===== src/rtl/wb_master_arbiter.sv =====
// Two-master to one-slave Wishbone arbiter: fixed priority to m0 with a starvation limit
// for m1, plus a watchdog that aborts slave cycles that never acknowledge.
module wb_master_arbiter #(
  parameter int unsigned AW        = 32,
  parameter int unsigned DW        = 32,
  parameter int unsigned SW        = 4,
  parameter int unsigned MAX_BURST = 4,
  parameter int unsigned TIMEOUT   = 255
) (
  input  logic          clk,
  input  logic          rst,

  input  logic          m0_cyc_i,
  input  logic          m0_stb_i,
  input  logic          m0_we_i,
  input  logic [AW-1:0] m0_addr_i,
  input  logic [DW-1:0] m0_data_i,
  input  logic [SW-1:0] m0_sel_i,
  output logic [DW-1:0] m0_data_o,
  output logic          m0_ack_o,
  output logic          m0_err_o,

  input  logic          m1_cyc_i,
  input  logic          m1_stb_i,
  input  logic          m1_we_i,
  input  logic [AW-1:0] m1_addr_i,
  input  logic [DW-1:0] m1_data_i,
  input  logic [SW-1:0] m1_sel_i,
  output logic [DW-1:0] m1_data_o,
  output logic          m1_ack_o,
  output logic          m1_err_o,

  output logic          s_cyc_o,
  output logic          s_stb_o,
  output logic          s_we_o,
  output logic [AW-1:0] s_addr_o,
  output logic [DW-1:0] s_data_o,
  output logic [SW-1:0] s_sel_o,
  input  logic [DW-1:0] s_data_i,
  input  logic          s_ack_i,

  output logic [1:0]    gnt_o
);

  localparam int unsigned StarveW = (MAX_BURST < 1) ? 1 : $clog2(MAX_BURST + 1);
  localparam int unsigned WdW     = $clog2(TIMEOUT);

  localparam logic [StarveW-1:0] StarveMax = StarveW'(MAX_BURST);
  localparam logic [WdW-1:0]     WdLimit   = WdW'(TIMEOUT - 1);

  localparam logic [1:0] StIdle  = 2'd0;
  localparam logic [1:0] StGnt0  = 2'd1;
  localparam logic [1:0] StGnt1  = 2'd2;
  localparam logic [1:0] StAbort = 2'd3;

  localparam logic [1:0] GntNone = 2'b00;
  localparam logic [1:0] GntM0   = 2'b01;
  localparam logic [1:0] GntM1   = 2'b10;

  logic [1:0]         state_q, state_d;
  logic [1:0]         gnt_q, gnt_d;
  logic [StarveW-1:0] starve_cnt_q, starve_cnt_d;
  logic [WdW-1:0]     wd_cnt_q, wd_cnt_d;
  logic               abort_m1_q, abort_m1_d;

  logic req0, req1;
  logic m1_starved;
  logic wd_hit;

  assign req0       = m0_cyc_i & m0_stb_i;
  assign req1       = m1_cyc_i & m1_stb_i;
  assign m1_starved = req1 & (starve_cnt_q == StarveMax);

  // Slave-side and master-side muxing follows the registered grant only.
  always_comb begin
    s_cyc_o   = 1'b0;
    s_stb_o   = 1'b0;
    s_we_o    = 1'b0;
    s_addr_o  = '0;
    s_data_o  = '0;
    s_sel_o   = '0;
    m0_data_o = '0;
    m0_ack_o  = 1'b0;
    m1_data_o = '0;
    m1_ack_o  = 1'b0;
    unique case (gnt_q)
      GntM0: begin
        s_cyc_o   = m0_cyc_i;
        s_stb_o   = m0_stb_i;
        s_we_o    = m0_we_i;
        s_addr_o  = m0_addr_i;
        s_data_o  = m0_data_i;
        s_sel_o   = m0_sel_i;
        m0_data_o = s_data_i;
        m0_ack_o  = s_ack_i;
      end
      GntM1: begin
        s_cyc_o   = m1_cyc_i;
        s_stb_o   = m1_stb_i;
        s_we_o    = m1_we_i;
        s_addr_o  = m1_addr_i;
        s_data_o  = m1_data_i;
        s_sel_o   = m1_sel_i;
        m1_data_o = s_data_i;
        m1_ack_o  = s_ack_i;
      end
      default: ;
    endcase
  end

  // An ack on the limit cycle suppresses the abort.
  assign wd_hit   = s_stb_o & ~s_ack_i & (wd_cnt_q == WdLimit);
  assign m0_err_o = wd_hit & gnt_q[0];
  assign m1_err_o = wd_hit & gnt_q[1];
  assign gnt_o    = gnt_q;

  always_comb begin
    state_d      = state_q;
    gnt_d        = gnt_q;
    starve_cnt_d = starve_cnt_q;
    wd_cnt_d     = wd_cnt_q;
    abort_m1_d   = abort_m1_q;
    case (state_q)
      StIdle: begin
        wd_cnt_d = '0;
        if (req0 && !m1_starved) begin
          state_d = StGnt0;
          gnt_d   = GntM0;
          // Reaching here with req1 set implies the counter is below its limit.
          if (req1) begin
            starve_cnt_d = starve_cnt_q + 1'b1;
          end
        end else if (req1) begin
          state_d      = StGnt1;
          gnt_d        = GntM1;
          starve_cnt_d = '0;
        end
      end
      StGnt0, StGnt1: begin
        if (wd_hit) begin
          state_d    = StAbort;
          gnt_d      = GntNone;
          abort_m1_d = gnt_q[1];
          wd_cnt_d   = '0;
        end else begin
          if (s_ack_i) begin
            wd_cnt_d = '0;
          end else if (s_stb_o) begin
            wd_cnt_d = wd_cnt_q + 1'b1;
          end
          if (!s_cyc_o) begin
            state_d = StIdle;
            gnt_d   = GntNone;
          end
        end
      end
      StAbort: begin
        if (abort_m1_q ? !m1_cyc_i : !m0_cyc_i) begin
          state_d = StIdle;
        end
      end
      default: begin
        state_d = StIdle;
        gnt_d   = GntNone;
      end
    endcase
  end

  always_ff @(posedge clk) begin
    if (!rst) begin
      state_q      <= StIdle;
      gnt_q        <= GntNone;
      starve_cnt_q <= '0;
      wd_cnt_q     <= '0;
      abort_m1_q   <= 1'b0;
    end else begin
      state_q      <= state_d;
      gnt_q        <= gnt_d;
      starve_cnt_q <= starve_cnt_d;
      wd_cnt_q     <= wd_cnt_d;
      abort_m1_q   <= abort_m1_d;
    end
  end

endmodule


===== config.mk =====
export PLATFORM = sky130hd
export DESIGN_NAME = wb_master_arbiter
export DESIGN_NICKNAME = d
export VERILOG_FILES = /design/src/rtl/wb_master_arbiter.sv
export SDC_FILE = /design/constraint.sdc
export NUM_CORES = 1
export LEC_CHECK = 0
export ABC_AREA = 1
export BUFFER_PORTS_ARGS = -buffer_cell sky130_fd_sc_hd__buf_4
export CAP_MARGIN = 20
export CORE_AREA = 10 10 116 118
export CTS_CLUSTER_SIZE = 16
export DETAILED_ROUTE_END_ITERATION = 16
export DIE_AREA = 0 0 126 128
export HOLD_SLACK_MARGIN = 0.05
export PLACE_DENSITY = 0.69
export SYNTH_ARGS = -nofsm -noshare
export SYNTH_HDL_FRONTEND = slang
export SYNTH_SLANG_ARGS = --single-unit
export TNS_END_PERCENT = 30

===== constraint.sdc =====
create_clock -name clk -period 3.6 [get_ports clk]
set_clock_uncertainty 0.2 [all_clocks]
set_input_delay 0.36 -clock clk [delete_from_list [all_inputs] [get_ports clk]]
set_output_delay 0.36 -clock clk [all_outputs]
set_load 0.1 [all_outputs]

==> metrics <==
io pins=318; Post-Syn Instances=552; Synth Flop Type=dfxtp_1; HPWL Detailed=12800 um; fin crit period=2.89 ns; initial core utilization=0.233; M1 GR Usage=0.187; num rows=39; ys async rst share=0; Antenna diodes=0; post-synthesis mux area share=0; vias in the first global route=3955; Seq cells post-synth=16; run status=complete, no violations; placement-stage cell area=0.00513 mm^2; Die Span X=126 um; GRT Total Usage=0.166; Critical Path Source Type=flop; CP startpoint=gnt_o[1]$_SDFFE_PN0P_; top cells by count, synth=nand2_1, inv_1, a21oi_1; Die Height=128 um; largest family of logic cells by synthesized area=simple AND/OR/NAND/NOR gates; post-synthesis net count=738; HP Class=in -> reg; fin area=0.00520 mm^2; post-synthesis xor/xnor area fraction=0; clock sink count=16; post-route setup TNS=0 ns; fraction of layout cells with a size suffix above 1=0.408; Cell Area, Synth=0.00262 mm^2; simple-gate portion of the synthesized area=0.477; worst-path maximum fanout=51; P_leak=0.00303 uW; CTS Hold Bufs=0; most frequent cell after synthesis=nand2_1; WP data required=3.04 ns; DRC Markers=0; Longest Clk Path Bufs=2; WL final=15000 um; RD Place Congestion=0.865; Port-buffer cells=317; Max Slew Vio Count=0; core footprint=0.0112 mm^2; CTS tree=built; Pwr per Cell Area=507 mW/mm^2; clock root cell=clkbuf_16; critical path endpoint category=primary output; Global Route met3 Usage=0.0666; final hold viol count=0; VDD IR max=0.000317 V; unrepaired setup endpoints after global routing=false; via count=4239; DRT Pass-1 Iters=4; Synth Area in Adders=0.0431; initial antenna violation count=0; maxcap violations=0; largest area contributor in the netlist=nand2_1; met2 Track Usage GR=0.296; R2R Path Start=gnt_o[1]$_SDFFE_PN0P_; register area share after synthesis=0.122; Tcrit/Tclk final=0.803; postcts setup bufs=0; Routed Antenna Nets=0; final setup fails=0; DR iter-0 viols=236; Setup CP Type=reg -> out; Worst slew margin=0.600; Post-synth EDFFs=0; Yosys top cell area share=0.362; measured slew at the worst slew-check pin=0.599 ns; synth warn=0; Clock Latency Late Sink=0.25 ns; total gr overflow=0; vias per cell=4.29; die area=0.0161 mm^2; Compound-Gate Fraction of Synth Area=0.169; global route hottest layer=met2; largest cells by area after synthesis=nand2_1, a21oi_1, inv_1; largest net degree at the start of global routing=61; HP Start=rst; average size of a mapped cell=4.74 um^2; CTS buffer count=3; Area Overhead vs Synth=98.9%; Clk pin slew, worst setup/hold paths=0.05 ns; cts repair resizes=0; CP arrival=2.33 ns; f_max=346 MHz; final layout net count=1033; library cells used by synthesis=24; CTS H-tree lvls=1; global-route wire length before repair=22100 um; routed len/inst=15.2 um
cells by family after synthesis:
logic type	Yosys count
compound gates	86
fa+ha+maj	9
buf+inv	127
flops	16
simple gates	314
cell usage in the layout (no fill, tap or decap), drive strengths merged:
| cell type | netlist | routed |
|---|---|---|
| o21ai | 7 | 7 |
| clkbuf | 18 | 3 |
| a21oi | 77 | 77 |
| or2 | 1 | 1 |
| nand3b | 1 | 1 |
| nand3 | 16 | 16 |
| nand2 | 260 | 260 |
| inv | 96 | 96 |
| nor3 | 1 | 1 |
| o21bai | 1 | 1 |
| dfxtp | 16 | 16 |
| a211oi | 1 | 1 |
| ha | 9 | 9 |
| buf | 13 | 321 |
| nand4 | 1 | 1 |
| nor2 | 34 | 34 |
layer usage:
metal  wire (um)  vias up
met3        1510        6
li1            -     2234
met1        5690     1821
met2        7710      178
met4         110        0
met5           0        -
flip-flops by register name, summed over array words and instances (netlist names):
| signal | cells |
|---|---|
| gnt_o | 2 |
| wd_cnt_q | 8 |
| state_q | 2 |
| abort_m1_q | 1 |
| starve_cnt_q | 3 |
per-stage QoR:
| stage | power [uW] | hold WS [ns] | util | setup WS [ns] | std cells |
|---|---|---|---|---|---|
| floorplan | 1880 | 0.252 | - | -0.0846 | 552 |
| global placement | 2440 | 0.268 | 0.457 | 0.985 | 985 |
| detailed placement | 2440 | 0.267 | 0.457 | 0.930 | 985 |
| CTS | 2660 | 0.204 | 0.463 | 0.666 | 988 |
| global route | 2780 | 0.222 | 0.463 | 0.502 | 988 |
| finish | 2640 | 0.205 | 0.463 | 0.710 | 988 |
worst max-delay path, stage by stage, from the launching register on:
cell     delay [ns]
dfxtp_2        0.34
inv_1          0.17
ha_4           0.54
nand2_1        0.13
nand2_2        0.11
nand2_2        0.09
inv_1          0.08
nand3_1        0.20
nor2_4         0.13
buf_4          0.30
layout make-up:
cell class              count  area [um^2]
fillers                  1240         6020
repair buffers            321         2420
multi-input cells         409         1840
inverters                  96          360
flip-flops and latches     16          323
well taps                 143          179
clock buffers               3         75.1
power by group:
group / internal, uW / total (uW) / switching (uW)
Combinational: 486 / 2210 / 1720
Clock: 146 / 215 / 68.8
Sequential: 197 / 216 / 18.4
worst paths after layout:
| kind | to | slack, ns | depth (start not counted) |
|---|---|---|---|
| max | m0_err_o | 0.71 | 9 |
| min | state_q[1]$_SDFFE_PN0P_ | 0.20 | 3 |
| max reg2reg | abort_m1_q$_SDFFE_PN0P_ | 1.23 | 11 |
| min reg2reg | starve_cnt_q[2]$_SDFFE_PN0P_ | 0.27 | 2 |
Note: power is estimated with default switching activity, not from simulation.
